[src/rtl/glyph_blitter.sv]
// ============================================================================
// Module   : glyph_blitter
// Purpose  : Fetches an 8x8 glyph row by row from the character ROM and
//            streams it out as per-pixel write requests with backpressure.
// Revision : 1.0
// ============================================================================
`default_nettype none

module glyph_blitter #(
    parameter int X_W     = 11,
    parameter int Y_W     = 10,
    parameter int COLOR_W = 8
) (
    input  logic               clk,
    input  logic               reset,
    input  logic               req_valid,
    output logic               req_ready,
    input  logic [5:0]         req_code,
    input  logic [X_W-1:0]     req_x,
    input  logic [Y_W-1:0]     req_y,
    input  logic [COLOR_W-1:0] req_fg,
    input  logic [COLOR_W-1:0] req_bg,
    input  logic               req_transparent,
    output logic [8:0]         rom_addr,
    input  logic [7:0]         rom_data,
    output logic               wr_valid,
    input  logic               wr_ready,
    output logic [X_W-1:0]     wr_x,
    output logic [Y_W-1:0]     wr_y,
    output logic [COLOR_W-1:0] wr_color,
    output logic               busy,
    output logic               done
);

    localparam logic [1:0] S_IDLE  = 2'd0;
    localparam logic [1:0] S_FETCH = 2'd1;
    localparam logic [1:0] S_EMIT  = 2'd2;
    localparam logic [1:0] S_DONE  = 2'd3;

    logic [1:0]         r_state;
    logic [1:0]         w_next_state;
    logic [5:0]         r_code;
    logic [X_W-1:0]     r_x0;
    logic [Y_W-1:0]     r_y0;
    logic [COLOR_W-1:0] r_fg;
    logic [COLOR_W-1:0] r_bg;
    logic               r_transparent;
    logic [2:0]         r_row;
    logic [2:0]         r_col;
    logic [7:0]         r_shift;
    logic [8:0]         r_rom_addr;
    logic               w_advance;

    always_ff @(posedge clk) begin
        if (reset) begin
            r_state <= S_IDLE;
        end else begin
            r_state <= w_next_state;
        end
    end

    always_comb begin
        w_next_state = r_state;
        case (r_state)
            S_IDLE:  if (req_valid) w_next_state = S_FETCH;
            S_FETCH: w_next_state = S_EMIT;
            S_EMIT:  if (w_advance && (r_col == 3'd7))
                         w_next_state = (r_row == 3'd7) ? S_DONE : S_FETCH;
            S_DONE:  w_next_state = S_IDLE;
            default: w_next_state = S_IDLE;
        endcase
    end

    always_comb begin
        req_ready = (r_state == S_IDLE);
        busy      = (r_state != S_IDLE);
        done      = (r_state == S_DONE);
        wr_valid  = (r_state == S_EMIT) && (r_shift[7] || !r_transparent);
        wr_x      = r_x0 + {{(X_W-3){1'b0}}, r_col};
        wr_y      = r_y0 + {{(Y_W-3){1'b0}}, r_row};
        wr_color  = r_shift[7] ? r_fg : r_bg;
        rom_addr  = r_rom_addr;
    end

    // A skipped transparent pixel advances regardless of wr_ready.
    assign w_advance = (r_state == S_EMIT) && (!wr_valid || wr_ready);

    always_ff @(posedge clk) begin
        if (reset) begin
            r_code        <= '0;
            r_x0          <= '0;
            r_y0          <= '0;
            r_fg          <= '0;
            r_bg          <= '0;
            r_transparent <= 1'b0;
            r_row         <= '0;
            r_col         <= '0;
            r_shift       <= '0;
            r_rom_addr    <= '0;
        end else begin
            case (r_state)
                S_IDLE: begin
                    if (req_valid) begin
                        r_code        <= req_code;
                        r_x0          <= req_x;
                        r_y0          <= req_y;
                        r_fg          <= req_fg;
                        r_bg          <= req_bg;
                        r_transparent <= req_transparent;
                        r_row         <= '0;
                        r_col         <= '0;
                        r_rom_addr    <= {req_code, 3'd0};
                    end
                end
                S_FETCH: begin
                    r_shift <= rom_data;
                    r_col   <= '0;
                end
                S_EMIT: begin
                    if (w_advance) begin
                        r_shift <= {r_shift[6:0], 1'b0};
                        r_col   <= r_col + 3'd1;
                        // Address of the next row is prepared ahead of its FETCH cycle.
                        if ((r_col == 3'd7) && (r_row != 3'd7)) begin
                            r_row      <= r_row + 3'd1;
                            r_rom_addr <= {r_code, r_row + 3'd1};
                        end
                    end
                end
                default: ;
            endcase
        end
    end

endmodule

`default_nettype wire

[config.mk]
export PLATFORM = sky130hd
export DESIGN_NAME = glyph_blitter
export DESIGN_NICKNAME = d
export VERILOG_FILES = /design/src/rtl/glyph_blitter.sv
export SDC_FILE = /design/constraint.sdc
export NUM_CORES = 1
export LEC_CHECK = 0
export ABC_AREA = 1
export CORE_ASPECT_RATIO = 1.25
export CORE_UTILIZATION = 45
export DETAILED_ROUTE_END_ITERATION = 16
export HOLD_SLACK_MARGIN = 0.15
export PLACE_DENSITY = 0.83
export SLEW_MARGIN = 10
export SYNTH_ARGS = -nofsm -noshare
export SYNTH_HDL_FRONTEND = slang
export SYNTH_SLANG_ARGS = --single-unit
[constraint.sdc]
create_clock -name clk -period 2.5 [get_ports clk]
set_input_delay 0.5 -clock clk [delete_from_list [all_inputs] [get_ports clk]]
set_output_delay 0.5 -clock clk [all_outputs]
set_load 0.02 [all_outputs]
Yosys cells after proc, flatten, opt, wreduce, memory -nomap -nowiden
Cells that the tools add are included.
- register bits: 69
- logic and storage cells: 60
- output and inout bits: 42
- reductions and logical operators: 18
- eq/ne operators: 10
- add/sub/neg operators: 4
- multiplexer cells: 17
- operators by type and width (kind ; count):
    9-bit 2-to-1 mux ; 3
    9-bit one-hot mux with 2 select lines ; 1
    8-bit 2-to-1 mux ; 2
    8-bit one-hot mux with 2 select lines ; 1
    3-bit 2-to-1 mux ; 4
    11-bit by 3-bit adder with 11-bit output ; 1
    10-bit by 3-bit adder with 10-bit output ; 1
    3-bit one-hot mux with 3 select lines ; 1
    2-bit one-hot mux with 4 select lines ; 1
    3-bit by 1-bit adder with 3-bit output, second input constant ; 2
    3-bit equality test, second input constant ; 2
    2-bit 2-to-1 mux ; 3
    2-bit inequality test, second input constant ; 3
    3-bit one-hot mux with 2 select lines ; 1
    2-bit AND reduction ; 3
    2-bit nonzero test ; 3
    2-bit equality test, second input constant ; 2
    1-bit logical AND ; 4
    4-bit AND reduction ; 1
    3-bit inequality test, second input constant ; 1
    3-bit AND reduction ; 1
    3-bit nonzero test ; 1
    2-bit by 1-bit equality test with 1-bit output, second input constant ; 1
    1-bit zero test ; 2
    3 further kinds ; 4

Depth between registers and ports, before layout
Gate-level depths: netlist (run 1).
- word-level depth: 9
- mapped depth: 12
- gate-level depth less buffers: 12

Least setup slack after synthesis (run 1)
OpenSTA, ideal clock, no wires.
- path kind: register to output
- from: register r_col[0]
- to: output wr_x[8]
- data arrival time: 1671 ps
- required time: 2000 ps
- stages on the path, launching flop included: 10
- path slack: 329 ps
- buffers on the path: 0
- cell sequence: dfxtp_1 ha_1 inv_1 fa_1 inv_1 nand2_1 nand2_1 nand2_1 nor2_1 xor2_1
- cells in the longest elaborated chain, start to end: 1
- ends and longest elaborated chain (what ; line ; source):
    from (decl) ; 49 ; logic [2:0] r_col;
    from (signal assigned) ; 122 ; r_col <= r_col + 3'd1;
    11-bit by 3-bit adder with 11-bit output ; 79 ; wr_x = r_x0 + {{(X_W-3){1'b0}}, r_col};
    to (decl) ; 28 ; output logic [X_W-1:0] wr_x,
No other way between the ends.

Worst setup path in the final report (run 1)
- from: register r_x0[0]
- to: output wr_x[10]
- cells in the longest elaborated chain, start to end: 1
- ends and longest elaborated chain (what ; line ; source):
    from (decl) ; 43 ; logic [X_W-1:0] r_x0;
    from (signal assigned) ; 105 ; r_x0 <= req_x;
    11-bit by 3-bit adder with 11-bit output ; 79 ;
No other way between the ends.

==> metrics.txt, run 1 <==
count of final setup violators 0; Final ANT Viol Nets 0; Clk pin slew, worst setup/hold paths 70 ps; unrepaired setup endpoints after global routing yes; Fin. Hold Viols 0; Die X 79.3 um; Wirelength per Cell 12.7 um; H-tree depth 3; GRT Util Overall 22.6%; Synth cell types 24; Switching Fraction 38.2%; Clock Latency Late Sink 330 ps; Final Skew 8.26 ps; Crit. End Element output pin; vias in the first global route 3222; fraction of layout cells with a size suffix above 1 between 10 and 15%; Final #Nets 651; # rows 34; IO Count 98; cell type with the largest total area after synthesis dfxtp_1; GR Overflow Total 0; die height 98.6 um; cts-stage hold buffer count 0; largest net degree at the start of global routing 62; synth warn 0; Slew Limit Fails 0; crit path kind reg2out; hpwl dp 6150 um; run status finished, final reports clean; average via count per standard cell just under 5; CTS tree built; initial DRC count between 150 and 200; DRT Pass-1 Iters 4; ranking of synthesized cells by area dfxtp_1 (39%), nor2_1 (11%), nand2_1 (11%), o21ai_0 (8.5%), inv_1 (5.8%); worst path required time approximately 2000 ps; cell area power density 854 nW/um^2; final wirelength 8600 um; post-CTS setup buffer count 0; Gate power share 40.8%; share of Yosys cell area claimed by the top area cell type 39.3%; drt drc 0; mapped cell area between 3000 and 4000 sq um; fin crit period 2460 ps; vias 3324; Fin Setup TNS 0 ps; core area 7100 sq um; TritonCTS Buffers 9; # diodes 0; Seq/Total Area, Yosys roughly two fifths; Starting Density 47.3%; leakage power 0.00219 uW; Max-slew headroom between 60% and 70%; Fmax 407 MHz; cell count after placement 662; global-route wire length before repair between 10000 and 15000 um; non-filler cells, final 678; root cell of the clock tree clkbuf_8; Die ar. 7820 sq um; crit path launch r_x0[0]$_SDFFE_PP0P_; max_cap viols 0; IO buf count 97; area delta synth->final 37.4%; Avg Synthesized Cell Area 6.96 sq um; final worst slack 41.4 ps; CTS sink cnt 66; Data arrival, critical path about 2000 ps; Mapped Nets 551; post-placement worst setup slack -167 ps; Int Power 2440 uW; sequential share of power 36.1%; GP Congestion 0.817; worst-margin pin slew 570 ps; Synth Register Bits 66; Critical Path Start Type flop; WHS 452 ps; sw power 1510 uW; worst hold start r_code[3]$_SDFFE_PP0P_; R2R Path Start r_state[0]$_SDFFE_PP0P_; Hold Path Class reg2reg; Worst Path Max Fanout 3; peak supply drop between 0.4 and 0.5 mV; Synth Instances 483; Clock Tree Buf Depth 2; Clk network pwr share 23.1%; Final period util 98.3%; antenna violations before repair 0
## cells in the final DEF, fill, tap and decap left out, drive strengths merged
cell type        n
clkinv           3
dfxtp           66
clkdlybuf4s15    4
ha              10
o21a             1
nor2           100
nand3           22
buf             16
clkdlybuf4s50   78
xor2            10
dlymetal6s2s     1
bufinv           1
a21oi           23
o21ai           60
nor3             2
nand4            7
clkbuf          13
nand2           99
xnor2            4
inv             57
dlygate4sd2      8
fa               2
clkinvlp         1
## cell families (layout without fill, tap and decap cells)
logic type,count (synthesis),after routing,synth area share [%]
AO/OA/AOI/OAI,84,84,12.6
XOR/XNOR,14,14,3.65
adder cells (fa/ha/maj),12,12,4.91
buffers and inverters,77,182,10.5
flip-flops,66,66,39.3
AND/OR/NAND/NOR,230,230,29.1
## flip-flops by register name (all words and copies together) (netlist names)
name and flops:
r_bg 8, r_code 6, r_col 3, r_fg 8, r_row 2, r_shift 8
r_state 2, r_transparent 1, r_x0 11, r_y0 10, rom_addr 7
## routing by layer
| layer | track usage [%] | up-vias | part of all wire, % |
|---|---|---|---|
| met5 | 0 | - | 0 |
| met4 | 10.5 | 0 | 2.0 |
| met3 | 4.54 | 19 | 4.4 |
| met2 | 40.9 | 84 | 52 |
| met1 | 25.0 | 1500 | 42 |
| li1 | - | 1721 | - |
## worst max-delay path: stages, from the launching register on
cell and delay, ps:
dfxtp_2 340, ha_2 170, inv_1 50, fa_2 340, inv_1 60, nand2_1 60
nand2_2 90, nand2_4 60, inv_2 70, nand2_1 70, nand2_2 100, nand2_2 60
inv_2 60, buf_6 110
## cell usage after synthesis
| library cell | instances |
|---|---|
| o21a_1 | 1 |
| ha_1 | 10 |
| o21ai_1 | 3 |
| nor2_2 | 1 |
| clkbuf_1 | 7 |
| inv_1 | 52 |
| nand4_1 | 7 |
| fa_1 | 2 |
| nand3_4 | 2 |
| a21oi_1 | 23 |
| nand2_2 | 3 |
| nor2_8 | 2 |
| xnor2_1 | 4 |
| inv_2 | 4 |
| xor2_1 | 10 |
| nor2_1 | 97 |
| nand3_1 | 20 |
| buf_2 | 6 |
| nor3_1 | 2 |
| nand2_1 | 96 |
| o21ai_0 | 57 |
| inv_4 | 1 |
| dfxtp_1 | 66 |
| buf_6 | 7 |
## power by group through the flow
stage                     Combinational, uW  Sequential [uW]  Clock [uW]
after global routing                   1770             1450         962
final                                  1610             1420         911
after global placement                 1590             1430           0
after floorplan                        1020             1440           0
after detailed placement               1640             1440           0
after CTS                              1610             1420         925
## stage by stage
step	cell area, sq um	total power, uW	utilization [%]
5_1_grt	4620	4180	65.0
4_1_cts	4600	3960	64.7
6_report	4620	3940	65.0
3_3_place_gp	4400	3020	61.9
3_5_place_dp	4400	3080	61.9
2_1_floorplan	3360	2460	-
## worst paths after layout
check,to,slack [ps],cells past startpoint
worst max-delay path,wr_x[10],40,13
worst min-delay path,r_code[3]$_SDFFE_PP0P_,450,2
worst max register to register,r_shift[2]$_SDFFE_PP0P_,770,7
worst min register to register,r_code[3]$_SDFFE_PP0P_,450,2
## final cells by class
type                            instances  area, sq um
Fill cell                             628         2490
Multi-Input combinational cell        340         1730
Sequential cell                        66         1320
Timing Repair Buffer                  109         1030
Inverter                               57          216
Clock buffer                           11          151
Tap cell                               90          113
Clock inverter                          5         52.6
## timing repair
action / 4_1_cts / 5_1_grt
hold endpoints to repair: 0 / 0
gates resized for setup: 41 / 20
pin swaps: 1 / 3
setup endpoints to repair: 18 / 12
(Power assumes the default switching activity.)
==> inputs of run 2 (changes only) <==
--- a/config.mk
+++ b/config.mk
@@ -10,6 +10,7 @@
 export CORE_UTILIZATION = 45
 export DETAILED_ROUTE_END_ITERATION = 16
 export HOLD_SLACK_MARGIN = 0.15
+export MAX_ROUTING_LAYER = met4
 export PLACE_DENSITY = 0.83
 export SLEW_MARGIN = 10
 export SYNTH_ARGS = -nofsm -noshare
==> constraint.sdc (replaced) <==
create_clock -name clk -period 2.43 [get_ports clk]
set_input_delay 0.486 -clock clk [delete_from_list [all_inputs] [get_ports clk]]
set_output_delay 0.486 -clock clk [all_outputs]
set_load 0.02 [all_outputs]
==> run 2 against run 1 <==
Hold slack got worse by 5.7 ps. Cell area increased by 1.7%. Setup slack got worse by 4.0 ps. Sequential share of layout area decreased by 0.49 points. Register-to-register slack got worse by 70 ps. Sequential power increased by 4%. Clock skew increased by 3.2 ps. First-iteration DRC count increased by 5.6%. Count of clock-buffer cells in the layout decreased by 2. Total power increased by 3.9%. Global-route usage increased by 1.2 points. Utilization increased by 1.1 points. Critical endpoint unchanged. Highest routed layer unchanged.
==> metrics.txt, run 2 (synthesis results as in run 1) <==
run status finished, final reports clean; CTS sink cnt 66; Final #Nets around 660; Hold Path Cell Cnt 2; Fin Setup TNS 0 ps; IO Count a little under 100; # diodes 0; initial DRC count 171; Final ANT Viol Nets 0; largest net degree at the start of global routing 35; vias 3376; cts-stage hold buffer count 0; area delta synth->final 39.7%; Clock Latency Late Sink 340 ps; root cell of the clock tree clkbuf_8; GP Congestion 0.849; DP Area about 4500 sq um; TritonCTS Buffers 9; reg2reg path depth 7; worst path required time 1940 ps; cell area power density 872 nW/um^2; die height 98.6 um; H-tree depth 3; FF-to-FF setup slack 700 ps; Buffers & Inverters on Critical Path 5; most frequent cells in the layout nor2_1 (95), nand2_1 (92), clkdlybuf4s50_1 (78), dfxtp_1 (64), o21ai_0 (57); CTS tree built; Hold Path Class reg2reg; Crit. End Element output pin; Slew Limit Fails 0; Worst Path Max Fanout 3; Reg with most FFs r_x0; Hold EP r_code[1]$_SDFFE_PP0P_; peak supply drop 0.519 mV; Starting Density 47.3%; worst-margin pin slew 577 ps; crit path kind reg2out; Fmax 418 MHz; fraction of layout cells with a size suffix above 1 about an eighth; Clock Tree Buf Depth 2; Critical Path Start Type flop; average via count per standard cell 4.94; vias in the first global route 3304; unrepaired setup endpoints after global routing yes; CP peak stage delay 360 ps; max_cap viols 0; fin crit period approximately 2400 ps; DRT Pass-1 Iters 5; drt drc 0; hpwl dp 6230 um; leakage power 0.00221 uW; Critical-path top delay cell dfxtp_2; Max-slew headroom 61.3%; Data arrival, critical path 1910 ps; commonest non-fill, non-tap cell in the layout nor2_1; # rows 34; worst hold start r_code[1]$_SDFFE_PP0P_; global-route wire length before repair ~14000 um; GR Overflow Total 0; Reg-to-Reg End r_shift[5]$_SDFFE_PP0P_; crit-path cells ha_4 -> inv_2 -> fa_2 -> inv_2 -> nand2_2 -> nand2_4 -> nand2_4 -> inv_2 -> nand2_1 -> nand2_1 -> nand2_1 -> inv_1 -> buf_4; core area 7100 sq um; R2R Path Start r_state[0]$_SDFFE_PP0P_; fillers slightly below 600; GRT Util Overall 23.9%; Fin. Hold Viols 0; biggest regs r_x0 x11, r_y0 x10; max reg flops 11; Die X 79.3 um; final wirelength a little under 9000 um; antenna violations before repair 0; Wirelength per Cell 12.8 um; Final Skew 11.5 ps; Die ar. roughly 7800 sq um; Clk pin slew, worst setup/hold paths 80 ps; Final period util 98.5%; count of final setup violators 0; IO buf count 97; cell family contributing the most delay on the critical path adder cells; final instance area 4700 sq um
==> run 2: changes by cell type in the layout (fill, tap and decap cells not counted), moves of 2 or more <==
| cell | before | now |
|---|---|---|
| dlygate4sd2_1 | 8 | 6 |
| ha_4 | 0 | 2 |
| clkinv_2 | 3 | 1 |
| clkbuf_8 | 11 | 9 |
| buf_12 | 0 | 2 |
| clkinv_4 | 0 | 3 |
| buf_2 | 2 | 4 |
| buf_4 | 13 | 20 |
==> run 2: final cells by class <==
class / count / area (sq um) / area share (%)
Multi-Input combinational cell: 340 / 1760 / 37.4
Sequential cell: 66 / 1320 / 28.2
Timing Repair Buffer: 115 / 1090 / 23.1
Inverter: 57 / 216 / 4.61
Clock buffer: 9 / 124 / 2.64
Tap cell: 90 / 113 / 2.40
Clock inverter: 7 / 77.6 / 1.65
==> run 2: per-layer routing <==
metal / vias to the layer above / share of wire, % / GRT usage [%]
met4: 0 / 1.9 / 11.5
met3: 18 / 4.4 / 3.89
met5: - / 0 / -
met2: 87 / 53 / 41.8
li1: 1732 / - / -
met1: 1539 / 41 / 25.8
==> run 2: per-stage QoR <==
stage | hold WS [ps] | util [%] | power, uW | setup WS (ps) | std cells
after floorplan | 425 | - | 2540 | 273 | 483
after global placement | 432 | 62.7 | 3140 | -94.7 | 666
after detailed placement | 440 | 62.7 | 3200 | -202 | 666
after CTS | 451 | 65.7 | 4100 | -15.4 | 683
after global routing | 479 | 66.1 | 4350 | -77.2 | 684
final | 446 | 66.1 | 4100 | 37.4 | 684
==> run 2: worst max path at each step <==
stage | slack (ps) | cells after the start | to | start
after global routing | -80 | 13 | wr_x[10] | r_col[0]$_SDFFE_PP0P_
after global placement | -90 | 10 | wr_x[8] | r_col[0]$_SDFFE_PP0P_
final | 40 | 13 | wr_x[10] | r_col[0]$_SDFFE_PP0P_
after floorplan | 270 | 9 | wr_x[8] | r_col[0]$_SDFFE_PP0P_
after detailed placement | -200 | 13 | wr_x[10] | r_x0[0]$_SDFFE_PP0P_
after CTS | -20 | 5 | wr_y[2] | r_row[0]$_SDFFE_PP0P_
==> run 2: worst reg2reg max path, stage by stage (launching register included) <==
cell and delay (ps):
dfxtp_1 570, inv_2 80, nand2_2 70, buf_4 260
a21oi_1 120, nor2_1 380, nor2_1 90, nor2_1 110
==> run 2: power breakdown <==
| part | total, uW | switching [uW] | internal [uW] |
|---|---|---|---|
| Clock | 935 | 455 | 480 |
| Combinational | 1690 | 985 | 708 |
| Sequential | 1470 | 162 | 1310 |
| Total | 4100 | 1600 | 2490 |
==> run 2: timing repair <==
action / 4_1_cts / 5_1_grt
gates resized for setup: 62 / 19
pin swaps: 3 / 5
setup endpoints to repair: 19 / 12
buffers inserted: 1 / 1
==> inputs of run 3 (changes only) <==
--- a/config.mk
+++ b/config.mk
@@ -5,13 +5,12 @@
 export SDC_FILE = /design/constraint.sdc
 export NUM_CORES = 1
 export LEC_CHECK = 0
-export ABC_AREA = 1
 export CORE_ASPECT_RATIO = 1.25
 export CORE_UTILIZATION = 45
 export DETAILED_ROUTE_END_ITERATION = 16
-export HOLD_SLACK_MARGIN = 0.15
+export HOLD_SLACK_MARGIN = 0.05
 export MAX_ROUTING_LAYER = met4
-export PLACE_DENSITY = 0.83
+export PLACE_DENSITY = 0.84
 export SLEW_MARGIN = 10
 export SYNTH_ARGS = -nofsm -noshare
 export SYNTH_HDL_FRONTEND = slang
==> run 3 against run 2 <==
The run now ends with negative setup slack left. Clock power grew 10%. Fmax down 5.5%. Register-to-register slack got worse by 100 ps. Hold slack better by 7.4 ps. Sequential cell count did not move. Sequential share of layout area grew 1.0 points. Setup slack got worse by 140 ps. Count of clock-buffer cells in the layout grew 1. Critical path type unchanged.
==> metrics.txt, run 3 <==
share of Yosys cell area claimed by the top area cell type between 40% and 50%; max layer used met4; CTS tree built; IO Count ~100; # diodes 0; synth warn 0; Synth Instances 377; GRT Util Overall between 20% and 30%; crit-path cells ha_4 -> inv_2 -> fa_2 -> nand2b_4 -> a21oi_4 -> buf_4 -> nand3_2 -> xnor2_1 -> buf_2; Pwr Total 2800 uW; Wirelength per Cell 13.4 um; Data arrival, critical path 2050 ps; FFs w/ async S/R, synth 0%; vias ~3000; Synth cell types 40; Slew Limit Fails 0; GR Overflow Total 0; DP Area 4270 sq um; Clk pin slew, worst setup/hold paths about 70 ps; ranking of synthesized cells by area dfxtp_1 (42%), nand2_1 (11%), a21oi_1 (8.7%), ha_1 (3.9%), mux2i_1 (3.8%); Crit. End Element output pin; global-route wire length before repair 13000 um; # rows 33; top_reg_cell synth dfxtp_1; max reg flops 11; root cell of the clock tree clkbuf_8; core area 6690 sq um; most frequent cells in the layout nand2_1 (95), clkdlybuf4s50_1 (77), dfxtp_1 (60), a21oi_1 (53); leakage power 0.00192 uW; Buffers & Inverters on Critical Path 3; Final period util 104%; Util after Layout 68.1%; DRT Pass-1 Iters 4; IO buf count 97; biggest regs r_x0 x11, r_y0 x10; Synth Register Bits 66; Hold Path Class reg2reg; final instance area 4550 sq um; Critical Path Start Type flop; count of final setup violators 3; fraction of layout cells with a size suffix above 1 a little under a fifth; peak supply drop approximately 0.4 mV; cell family contributing the most delay on the critical path adder cells; CP peak stage delay about 360 ps; worst-margin pin slew 544 ps; GP Congestion between 0.8 and 0.9; WL met3 between 200 and 300 um; antenna violations before repair 0; Max-slew headroom 63.6%; Die ar. 7400 sq um; run status finished with violations; Die X 77.1 um; sequential standard cell area 1330 sq um; cell area power density a little over 600 nW/um^2; Fmax 395 MHz; met2 WL post-DR 3970 um; commonest non-fill, non-tap cell in the layout nand2_1; Starting Density between 40% and 50%; Worst Path Max Fanout 2; initial DRC count between 100 and 150; synth cell count leaders nand2_1 (95), dfxtp_1 (66), a21oi_1 (55), nor2_1 (20), mux2i_1 (12); Fin. Hold Viols 0; die height roughly 96 um; average via count per standard cell 5.15; fin crit period 2530 ps; Mapped Nets 445; H-tree depth 3; met1 wire length 3310 um; max_cap viols 0; hpwl dp 5340 um; Final Skew 7.13 ps; CTS sink cnt 66; TritonCTS Buffers 9; failing checks negative setup slack; cell type with the largest total area after synthesis dfxtp_1; Clock Tree Buf Depth 2; Final ANT Viol Nets 0; fillers 558; mapped cell area between 3000 and 4000 sq um; unrepaired setup endpoints after global routing yes; area delta synth->final 43.4%; drt drc 0; Clock Latency Late Sink 330 ps; final worst slack -102 ps; top-count cell post-synth nand2_1; final wirelength a little under 8000 um; Critical-path top delay cell dfxtp_2; Avg Synthesized Cell Area 8.42 sq um; vias in the first global route about 3000; multi-input logic area 1790 sq um; number of synthesized flops with an enable pin 0; Final #Nets 550; crit path kind reg2out; largest net degree at the start of global routing 54; worst path required time approximately 1900 ps; Seq/Total Area, Yosys 41.6%; Reg with most FFs r_x0
## run 3: cell types whose count changed after synthesis, moves of 9 or more
| cell | before | now |
|---|---|---|
| nor2_1 | 97 | 20 |
| o21ai_0 | 57 | 1 |
| inv_1 | 52 | 9 |
| a21oi_1 | 23 | 55 |
| mux2i_1 | 0 | 12 |
| nand3_1 | 20 | 8 |
| nand2b_1 | 0 | 10 |
| a211oi_1 | 0 | 9 |
## run 3: final cells by class
type | instances | share of cell area [%]
Multi-Input combinational cell | 280 | 39.3
Sequential cell | 66 | 29.2
Timing Repair Buffer | 116 | 23.4
Clock buffer | 10 | 3.02
Tap cell | 87 | 2.39
Clock inverter | 6 | 1.95
Inverter | 9 | 0.742
## run 3: per-stage QoR
stage	hold WS (ps)	TNS (ps)	std cells	worst slack [ps]
floorplan	433	0	377	76.2
global placement	439	-1260	554	-300
detailed placement	443	-1890	554	-373
CTS	454	-186	571	-93.2
global route	477	-540	574	-191
finish	453	-193	574	-102
## run 3: worst reg2reg max path, stage by stage (launching register included)
cell	delay, ps
dfxtp_2	340
buf_4	140
ha_1	180
ha_1	200
and4bb_2	320
o32a_4	270
nor2_1	90
a211oi_2	200
## run 3: kinds of logic after synthesis
kind of cell / share of synthesized area, %
simple gates: 20.4
compound gates: 16.7
flops: 41.6
buf+inv: 4.73
mux: 6.62
xor+xnor: 4.69
fa+ha+maj: 5.20
## run 3: final timing paths
kind / start / endpoint / slack (ps) / cells past startpoint
setup / recovery: r_x0[0]$_SDFFE_PP0P_ / wr_x[10] / -100 / 9
hold / removal: r_bg[5]$_SDFFE_PP0P_ / r_bg[5]$_SDFFE_PP0P_ / 450 / 2
setup reg to reg: r_row[1]$_SDFFE_PP0P_ / rom_addr[7]$_SDFFE_PP0P_ / 600 / 7
hold reg to reg: r_bg[5]$_SDFFE_PP0P_ / r_bg[5]$_SDFFE_PP0P_ / 450 / 2
## run 3: power by group
| part | internal (uW) | total, uW | switching [uW] |
|---|---|---|---|
| clock network | 607 | 1030 | 425 |
| logic | 270 | 546 | 276 |
| registers | 1160 | 1220 | 60.3 |
## run 3: repair_timing
| item | CTS | global route |
|---|---|---|
| hold buffers | 0 | 0 |
| setup endpoints to repair | 19 | 25 |
| endpoints found under the hold margin | 0 | 0 |
| gates resized for setup | 81 | 19 |
| setup buffers | 1 | 3 |
| pin swaps | 1 | 4 |
## run 3: metal layers
layer,track usage (%),up-vias
li1,-,1484
met4,7.55,0
met1,26.5,1390
met2,38.4,70
met3,4.45,10
met5,-,-
